### config.mk
export PLATFORM = sky130hd
export DESIGN_NAME = mem_handshake_sequencer
export DESIGN_NICKNAME = d
export VERILOG_FILES = /design/src/rtl/mem_handshake_sequencer.sv
export SDC_FILE = /design/constraint.sdc
export NUM_CORES = 1
export LEC_CHECK = 0
export CAP_MARGIN = 20
export CORE_MARGIN = 2
export CORE_UTILIZATION = 45
export CTS_BUF_LIST = sky130_fd_sc_hd__clkbuf_8
export DETAILED_ROUTE_END_ITERATION = 7
export HOLD_SLACK_MARGIN = 0.02
export SKIP_LAST_GASP = 1
export SYNTH_ARGS = -nofsm -noshare
export SYNTH_HDL_FRONTEND = slang
export SYNTH_SLANG_ARGS = --single-unit
### constraint.sdc
create_clock -name clk -period 7.91 [get_ports clk]
set_clock_uncertainty 0.05 [all_clocks]
set_input_delay 1.1865 -clock clk [delete_from_list [all_inputs] [get_ports clk]]
set_output_delay 1.1865 -clock clk [all_outputs]
set_load 0.005 [all_outputs]
### src/rtl/mem_handshake_sequencer.sv
// mem_handshake_sequencer: issues NUM_TXN pattern writes and then NUM_TXN read-backs
// to a memory macro over a 4-phase A/RW/Ack handshake on LANES data lanes. It checks
// the returned data, counts errors and flags a stalled handshake as a timeout.
module mem_handshake_sequencer #(
    parameter int                ADDR_W    = 17,
    parameter int                DATA_W    = 4,
    parameter int                LANES     = 2,
    parameter int                NUM_TXN   = 16,
    parameter logic [ADDR_W-1:0] ADDR_BASE = 17'h11111,
    parameter logic [ADDR_W-1:0] ADDR_INCR = 17'h00001,
    parameter int                GAP       = 4,
    parameter int                TIMEOUT   = 255
) (
    input  logic                     clk,
    input  logic                     rst,
    input  logic                     start,
    output logic [ADDR_W-1:0]        A,
    output logic [1:0]               RW,
    output logic [LANES*DATA_W-1:0]  W,
    input  logic [LANES-1:0]         WdataAck,
    input  logic [LANES*DATA_W-1:0]  R,
    output logic [LANES-1:0]         RDataAck,
    input  logic                     Ack,
    output logic                     busy,
    output logic                     done,
    output logic                     pass,
    output logic                     timeout,
    output logic [7:0]               err_count
);

    localparam int DW = LANES * DATA_W;
    localparam int TW = (TIMEOUT < 2) ? 1 : $clog2(TIMEOUT + 1);
    localparam int CW = $clog2(LANES + 1);

    localparam logic [1:0] RW_IDLE = 2'b00;
    localparam logic [1:0] RW_WR   = 2'b01;
    localparam logic [1:0] RW_RD   = 2'b10;

    typedef enum logic [3:0] {
        IDLE, W_REQ, W_REL, GAP_W, R_REQ, R_REL, GAP_R, DONE, FAIL
    } state_t;

    state_t              state;
    logic [15:0]         idx;
    logic [ADDR_W-1:0]   txn_addr;
    logic [ADDR_W-1:0]   next_addr;
    logic [TW-1:0]       wait_cnt;
    logic [15:0]         gap_cnt;

    logic                ack_p0, ack_p1;
    logic [LANES-1:0]    wack_p0, wack_p1;
    logic [DW-1:0]       r_p0, r_p1;

    logic [DW-1:0]       exp_pat;
    logic [LANES-1:0]    lane_ok;
    logic                waiting;
    logic                tmo_hit;
    logic                last_txn;
    logic                wr_gap_end;
    logic                rd_gap_end;

    // Expected data for txn idx: lane l carries (idx+1+l) mod 2^DATA_W.
    function automatic logic [DW-1:0] pattern(input logic [15:0] i);
        logic [DW-1:0] v;
        v = '0;
        for (int l = 0; l < LANES; l++) begin
            v[l*DATA_W +: DATA_W] = DATA_W'(i + 16'(l) + 16'd1);
        end
        return v;
    endfunction

    // Number of lanes whose flag is low.
    function automatic logic [CW-1:0] count_low(input logic [LANES-1:0] v);
        logic [CW-1:0] c;
        c = '0;
        for (int l = 0; l < LANES; l++) begin
            if (!v[l]) c = c + CW'(1);
        end
        return c;
    endfunction

    // Error accumulator add, saturating at 255.
    function automatic logic [7:0] sat_add(input logic [7:0] acc, input logic [CW-1:0] n);
        logic [8:0] s;
        s = {1'b0, acc} + 9'(n);
        return (s > 9'd255) ? 8'd255 : s[7:0];
    endfunction

    assign next_addr  = txn_addr + ADDR_INCR;
    assign last_txn   = (idx == 16'(NUM_TXN - 1));
    assign wr_gap_end = ((state == W_REL) && !ack_p1 && (GAP == 0)) ||
                        ((state == GAP_W) && (gap_cnt == 16'(GAP - 1)));
    assign rd_gap_end = ((state == R_REL) && !ack_p1 && (GAP == 0)) ||
                        ((state == GAP_R) && (gap_cnt == 16'(GAP - 1)));
    assign tmo_hit    = waiting && (wait_cnt == TW'(TIMEOUT));

    // Two-flop synchronisers for the macro-side inputs
    always_ff @(posedge clk or posedge rst) begin
        if (rst) begin
            ack_p0  <= 1'b0;
            ack_p1  <= 1'b0;
            wack_p0 <= '0;
            wack_p1 <= '0;
            r_p0    <= '0;
            r_p1    <= '0;
        end else begin
            ack_p0  <= Ack;
            ack_p1  <= ack_p0;
            wack_p0 <= WdataAck;
            wack_p1 <= wack_p0;
            r_p0    <= R;
            r_p1    <= r_p0;
        end
    end

    // Per-lane read-data compare against the current txn's pattern
    always_comb begin
        exp_pat = pattern(idx);
        lane_ok = '0;
        for (int l = 0; l < LANES; l++) begin
            lane_ok[l] = (r_p1[l*DATA_W +: DATA_W] == exp_pat[l*DATA_W +: DATA_W]);
        end
    end

    // Which states are blocked on the handshake (REQ waits for Ack high, REL for low)
    always_comb begin
        waiting = 1'b0;
        case (state)
            W_REQ, R_REQ: waiting = !ack_p1;
            W_REL, R_REL: waiting = ack_p1;
            default:      waiting = 1'b0;
        endcase
    end

    // Sequencer FSM with registered outputs
    always_ff @(posedge clk or posedge rst) begin
        if (rst) begin
            state     <= IDLE;
            idx       <= '0;
            txn_addr  <= '0;
            wait_cnt  <= '0;
            gap_cnt   <= '0;
            A         <= '0;
            RW        <= RW_IDLE;
            W         <= '0;
            RDataAck  <= '0;
            busy      <= 1'b0;
            done      <= 1'b0;
            pass      <= 1'b0;
            timeout   <= 1'b0;
            err_count <= '0;
        end else if (tmo_hit) begin
            state    <= FAIL;
            A        <= '0;
            RW       <= RW_IDLE;
            W        <= '0;
            RDataAck <= '0;
            busy     <= 1'b0;
            done     <= 1'b1;
            pass     <= 1'b0;
            timeout  <= 1'b1;
        end else begin
            if (waiting) wait_cnt <= wait_cnt + TW'(1);
            case (state)
                IDLE, DONE, FAIL: begin
                    if (start) begin
                        state     <= W_REQ;
                        idx       <= '0;
                        txn_addr  <= ADDR_BASE;
                        wait_cnt  <= '0;
                        A         <= ADDR_BASE;
                        RW        <= RW_WR;
                        W         <= pattern(16'd0);
                        RDataAck  <= '0;
                        busy      <= 1'b1;
                        done      <= 1'b0;
                        pass      <= 1'b0;
                        timeout   <= 1'b0;
                        err_count <= '0;
                    end
                end
                W_REQ: begin
                    if (ack_p1) begin
                        err_count <= sat_add(err_count, count_low(wack_p1));
                        A         <= '0;
                        RW        <= RW_IDLE;
                        W         <= '0;
                        wait_cnt  <= '0;
                        state     <= W_REL;
                    end
                end
                W_REL, GAP_W: begin
                    if (wr_gap_end) begin
                        wait_cnt <= '0;
                        if (last_txn) begin
                            state    <= R_REQ;
                            idx      <= '0;
                            txn_addr <= ADDR_BASE;
                            A        <= ADDR_BASE;
                            RW       <= RW_RD;
                        end else begin
                            state    <= W_REQ;
                            idx      <= idx + 16'd1;
                            txn_addr <= next_addr;
                            A        <= next_addr;
                            RW       <= RW_WR;
                            W        <= pattern(idx + 16'd1);
                        end
                    end else if (state == GAP_W) begin
                        gap_cnt <= gap_cnt + 16'd1;
                    end else if (!ack_p1) begin
                        state   <= GAP_W;
                        gap_cnt <= '0;
                    end
                end
                R_REQ: begin
                    if (ack_p1) begin
                        err_count <= sat_add(err_count, count_low(lane_ok));
                        RDataAck  <= '1;
                        A         <= '0;
                        RW        <= RW_IDLE;
                        wait_cnt  <= '0;
                        state     <= R_REL;
                    end
                end
                R_REL, GAP_R: begin
                    if (rd_gap_end) begin
                        RDataAck <= '0;
                        wait_cnt <= '0;
                        if (last_txn) begin
                            state <= DONE;
                            busy  <= 1'b0;
                            done  <= 1'b1;
                            pass  <= (err_count == 8'd0);
                        end else begin
                            state    <= R_REQ;
                            idx      <= idx + 16'd1;
                            txn_addr <= next_addr;
                            A        <= next_addr;
                            RW       <= RW_RD;
                        end
                    end else if (state == GAP_R) begin
                        gap_cnt <= gap_cnt + 16'd1;
                    end else if (!ack_p1) begin
                        RDataAck <= '0;
                        state    <= GAP_R;
                        gap_cnt  <= '0;
                    end
                end
                default: state <= IDLE;
            endcase
        end
    end

endmodule

==> flow_metrics.tcl <==
set metrics [dict create \
    synthCells 710 \
    fmax_ghz 0.252 \
    htree_levels 4 \
    num_rows 44 \
    vdd_drop_max_mv 0.159 \
    critPathLaunch "idx[0]$_DFFE_PP0P_" \
    setup_ws_ns 3.93 \
    syn_nets 739 \
    cts_tree "yes" \
    critPathMaxFanout 15 \
    endpoint_kind "flip-flop" \
    route.detailed.drc 0 \
    drv_slew 0 \
    antenna_cells 0 \
    synth_edf_count 0 \
    gr-total-overflow 0 \
    yosys_warnings 0 \
    die_w_microns 127 \
    power_leakage_nw 3.31 \
    rr_startpoint "idx[0]$_DFFE_PP0P_" \
    grt_pass1_wl_mm 26.7 \
    wl_per_cell_microns 16.6 \
    reg2regPathDepth 15 \
    whs_ns 0.299 \
    synth_top_area_share_pct 45.2 \
    grtUsageTotal_pct 20.4 \
    synth-seq-cells 123 \
    fillers 1324 \
    num_vias 5531 \
    die_area_sq_um 16100 \
    rrSetupSlack_ns 3.93 \
    place.gp.congestion 0.829 \
    cts_resized 0 \
    antenna_left 0 \
    synth_cell_types 80 \
    min_path_type "flip-flop to flip-flop" \
    worst-endpoint-required_ns 8.17 \
    area_growth_pct 14.5 \
    min_period_ns 3.98 \
    start_kind "flip-flop" \
    drt_wl_total_mm 15.7 \
    drt-vias-per-instance 5.84 \
    p_per_area_nw_per_um2 344 \
    syn_area_per_cell_sq_um 9.58 \
    drive_above_1_share_pct 9.83 \
    cts_setup_buffers 0 \
    min-delay-start "wack_p0[1]$_DFF_PP0_" \
    path_class "flip-flop to flip-flop" \
    drt_iter0_drc 712 \
    start_util_pct 46.5 \
    worstPathArrival_ns 4.24 \
    synth_async_sr_flop_share_pct 100 \
    dr.pass1.iters 5 \
    maxSlewHeadroom_pct 34.6 \
    setup-tns-final_ns 0 \
    fin_crit_sh_pct 50.3 \
    ys.flop_type "dfrtp_1" \
    dieHeight_microns 127 \
    yosysTopAreaCell "dfrtp_1" \
    setup_viol 0 \
    synth.top_cells.by_count "123 x dfrtp_1, 70 x nor2_1, 61 x o21ai_0" \
    cts_hold_buf 0 \
    grt_max_degree 74 \
    pre_cts_slack_ns 3.94 \
    ys_seq_area_share_pct 45.2 \
    clock_path_buffers 2 \
    yosysMostFrequentCell "dfrtp_1" \
    synth_area_leaders "dfrtp_1 45%, o21ai_0 4.5%, nor2_1 3.9%" \
    layout.nets 780 \
    tightest_slew_ns 0.975 \
    hold_violations 0 \
    dpl.hpwl_mm 10.6 \
    hold_depth 0 \
    status "complete, no violations" \
    numCtsBuffers 17 \
    r2r-end "err_count[3]$_DFFE_PP0P_" \
    io_pins 55 \
    io_buffers 54 \
    grt_setup_unrepaired "false" \
    cap_violations 0 \
    grt_pass1_vias 5308 \
    antenna_found_initial 0 \
    core_area_sq_um 14600 \
    clk_transition_reported_paths_ns 0.07 \
    endpoint "err_count[3]$_DFFE_PP0P_" \
    insertion_delay_ns 0.44 \
    clockRootBuffer "clkbuf_8" \
    syn_area_sq_um 6810 \
    clock_sinks 123 \
]
-- layout by cell type (no fill, tap or decap), types with 3 or more instances in the layout --
cell               n
mux2_2             9
clkinv_2           6
nor4_1            10
a31oi_1           10
clkdlybuf4s50_1   54
o41ai_1            4
ha_1              13
nor3_1            17
nand3_1           25
a211oi_1           4
o2bb2ai_2          8
o211ai_1           4
xnor2_1           16
o31ai_1           23
nand2b_1           7
nor2_1            70
a21o_1            12
mux2i_1            9
inv_1             19
clkbuf_8          21
a21oi_1           25
and3_1            16
nor2b_1           12
o21ai_1           16
dfrtp_1          123
xor2_1            17
nand2_1           59
nand4_1           14
and4_1             6
o21ai_0           61
o22ai_1            5
a311oi_1           3
buf_4              5
-- layer usage --
metal	vias to the layer above	track usage, %	wire (microns)
li1	2670	-	-
met2	128	31.3	7410
met1	2716	28.9	7450
met5	-	0	0
met3	17	5.44	703
met4	0	5.24	168
-- metrics by stage --
step / util [%] / total power [mW] / instance area, sq um / instances
4_1_cts: 53.2 / 2.70 / 7790 / 946
3_3_place_gp: 50.7 / 2.14 / 7420 / 915
2_1_floorplan: - / 1.81 / 6810 / 710
3_5_place_dp: 50.7 / 2.17 / 7420 / 915
5_1_grt: 53.2 / 2.89 / 7790 / 947
6_report: 53.2 / 2.68 / 7790 / 947
-- worst min path at each step --
stage	end	slack, ns
floorplan	ack_p1$_DFF_PP0_	0.28
finish	wack_p1[1]$_DFF_PP0_	0.30
global route	r_p1[2]$_DFF_PP0_	0.31
CTS	r_p1[3]$_DFF_PP0_	0.30
detailed placement	wack_p1[0]$_DFF_PP0_	0.28
global placement	r_p1[0]$_DFF_PP0_	0.29
-- worst max-delay path: stages (launching register included) --
cell and delay, ns:
dfrtp_1 0.63, ha_1 0.35, xnor2_1 0.18, o31ai_1 0.11, xnor2_1 0.36, xor2_1 0.18, o211ai_1 0.12, ha_1 0.29
ha_1 0.21, fa_1 0.48, and3b_1 0.21, a21oi_1 0.10, or3_1 0.19, nor2_1 0.07, a311oi_1 0.19, o21ai_0 0.12
-- flip-flops by register name (all words and copies together), names as in the netlist, 2 cells and up --
signal / flops
state: 4
wait_cnt: 8
A: 17
wack_p0: 2
r_p0: 8
wack_p1: 2
gap_cnt: 16
txn_addr: 17
r_p1: 8
W: 8
idx: 16
err_count: 8
RW: 2
-- kinds of logic after synthesis --
family,synth area share [%]
AO/OA/AOI/OAI,21.1
adder cells (fa/ha/maj),2.98
XOR/XNOR,4.25
multiplexers,2.81
AND/OR/NAND/NOR,19.9
buffers and inverters,3.73
flip-flops,45.2
-- layout make-up --
cell class / count / area (sq um) / share of cell area [%]
flip-flops and latches: 123 / 3080 / 39.5
multi-input cells: 532 / 3470 / 44.6
well taps: 184 / 230 / 2.95
inverters: 18 / 70.1 / 0.899
clock inverters: 10 / 75.1 / 0.963
clock buffers: 21 / 289 / 3.71
repair buffers: 59 / 578 / 7.42
-- power breakdown --
| part | switching (mW) | internal (mW) | leakage [nW] |
|---|---|---|---|
| Clock | 0.241 | 0.274 | 0.199 |
| Sequential | 0.208 | 0.785 | 1.60 |
| Combinational | 0.655 | 0.517 | 1.52 |
| Total | 1.10 | 1.57 | 3.31 |
Power figures use the tool's default switching activity.
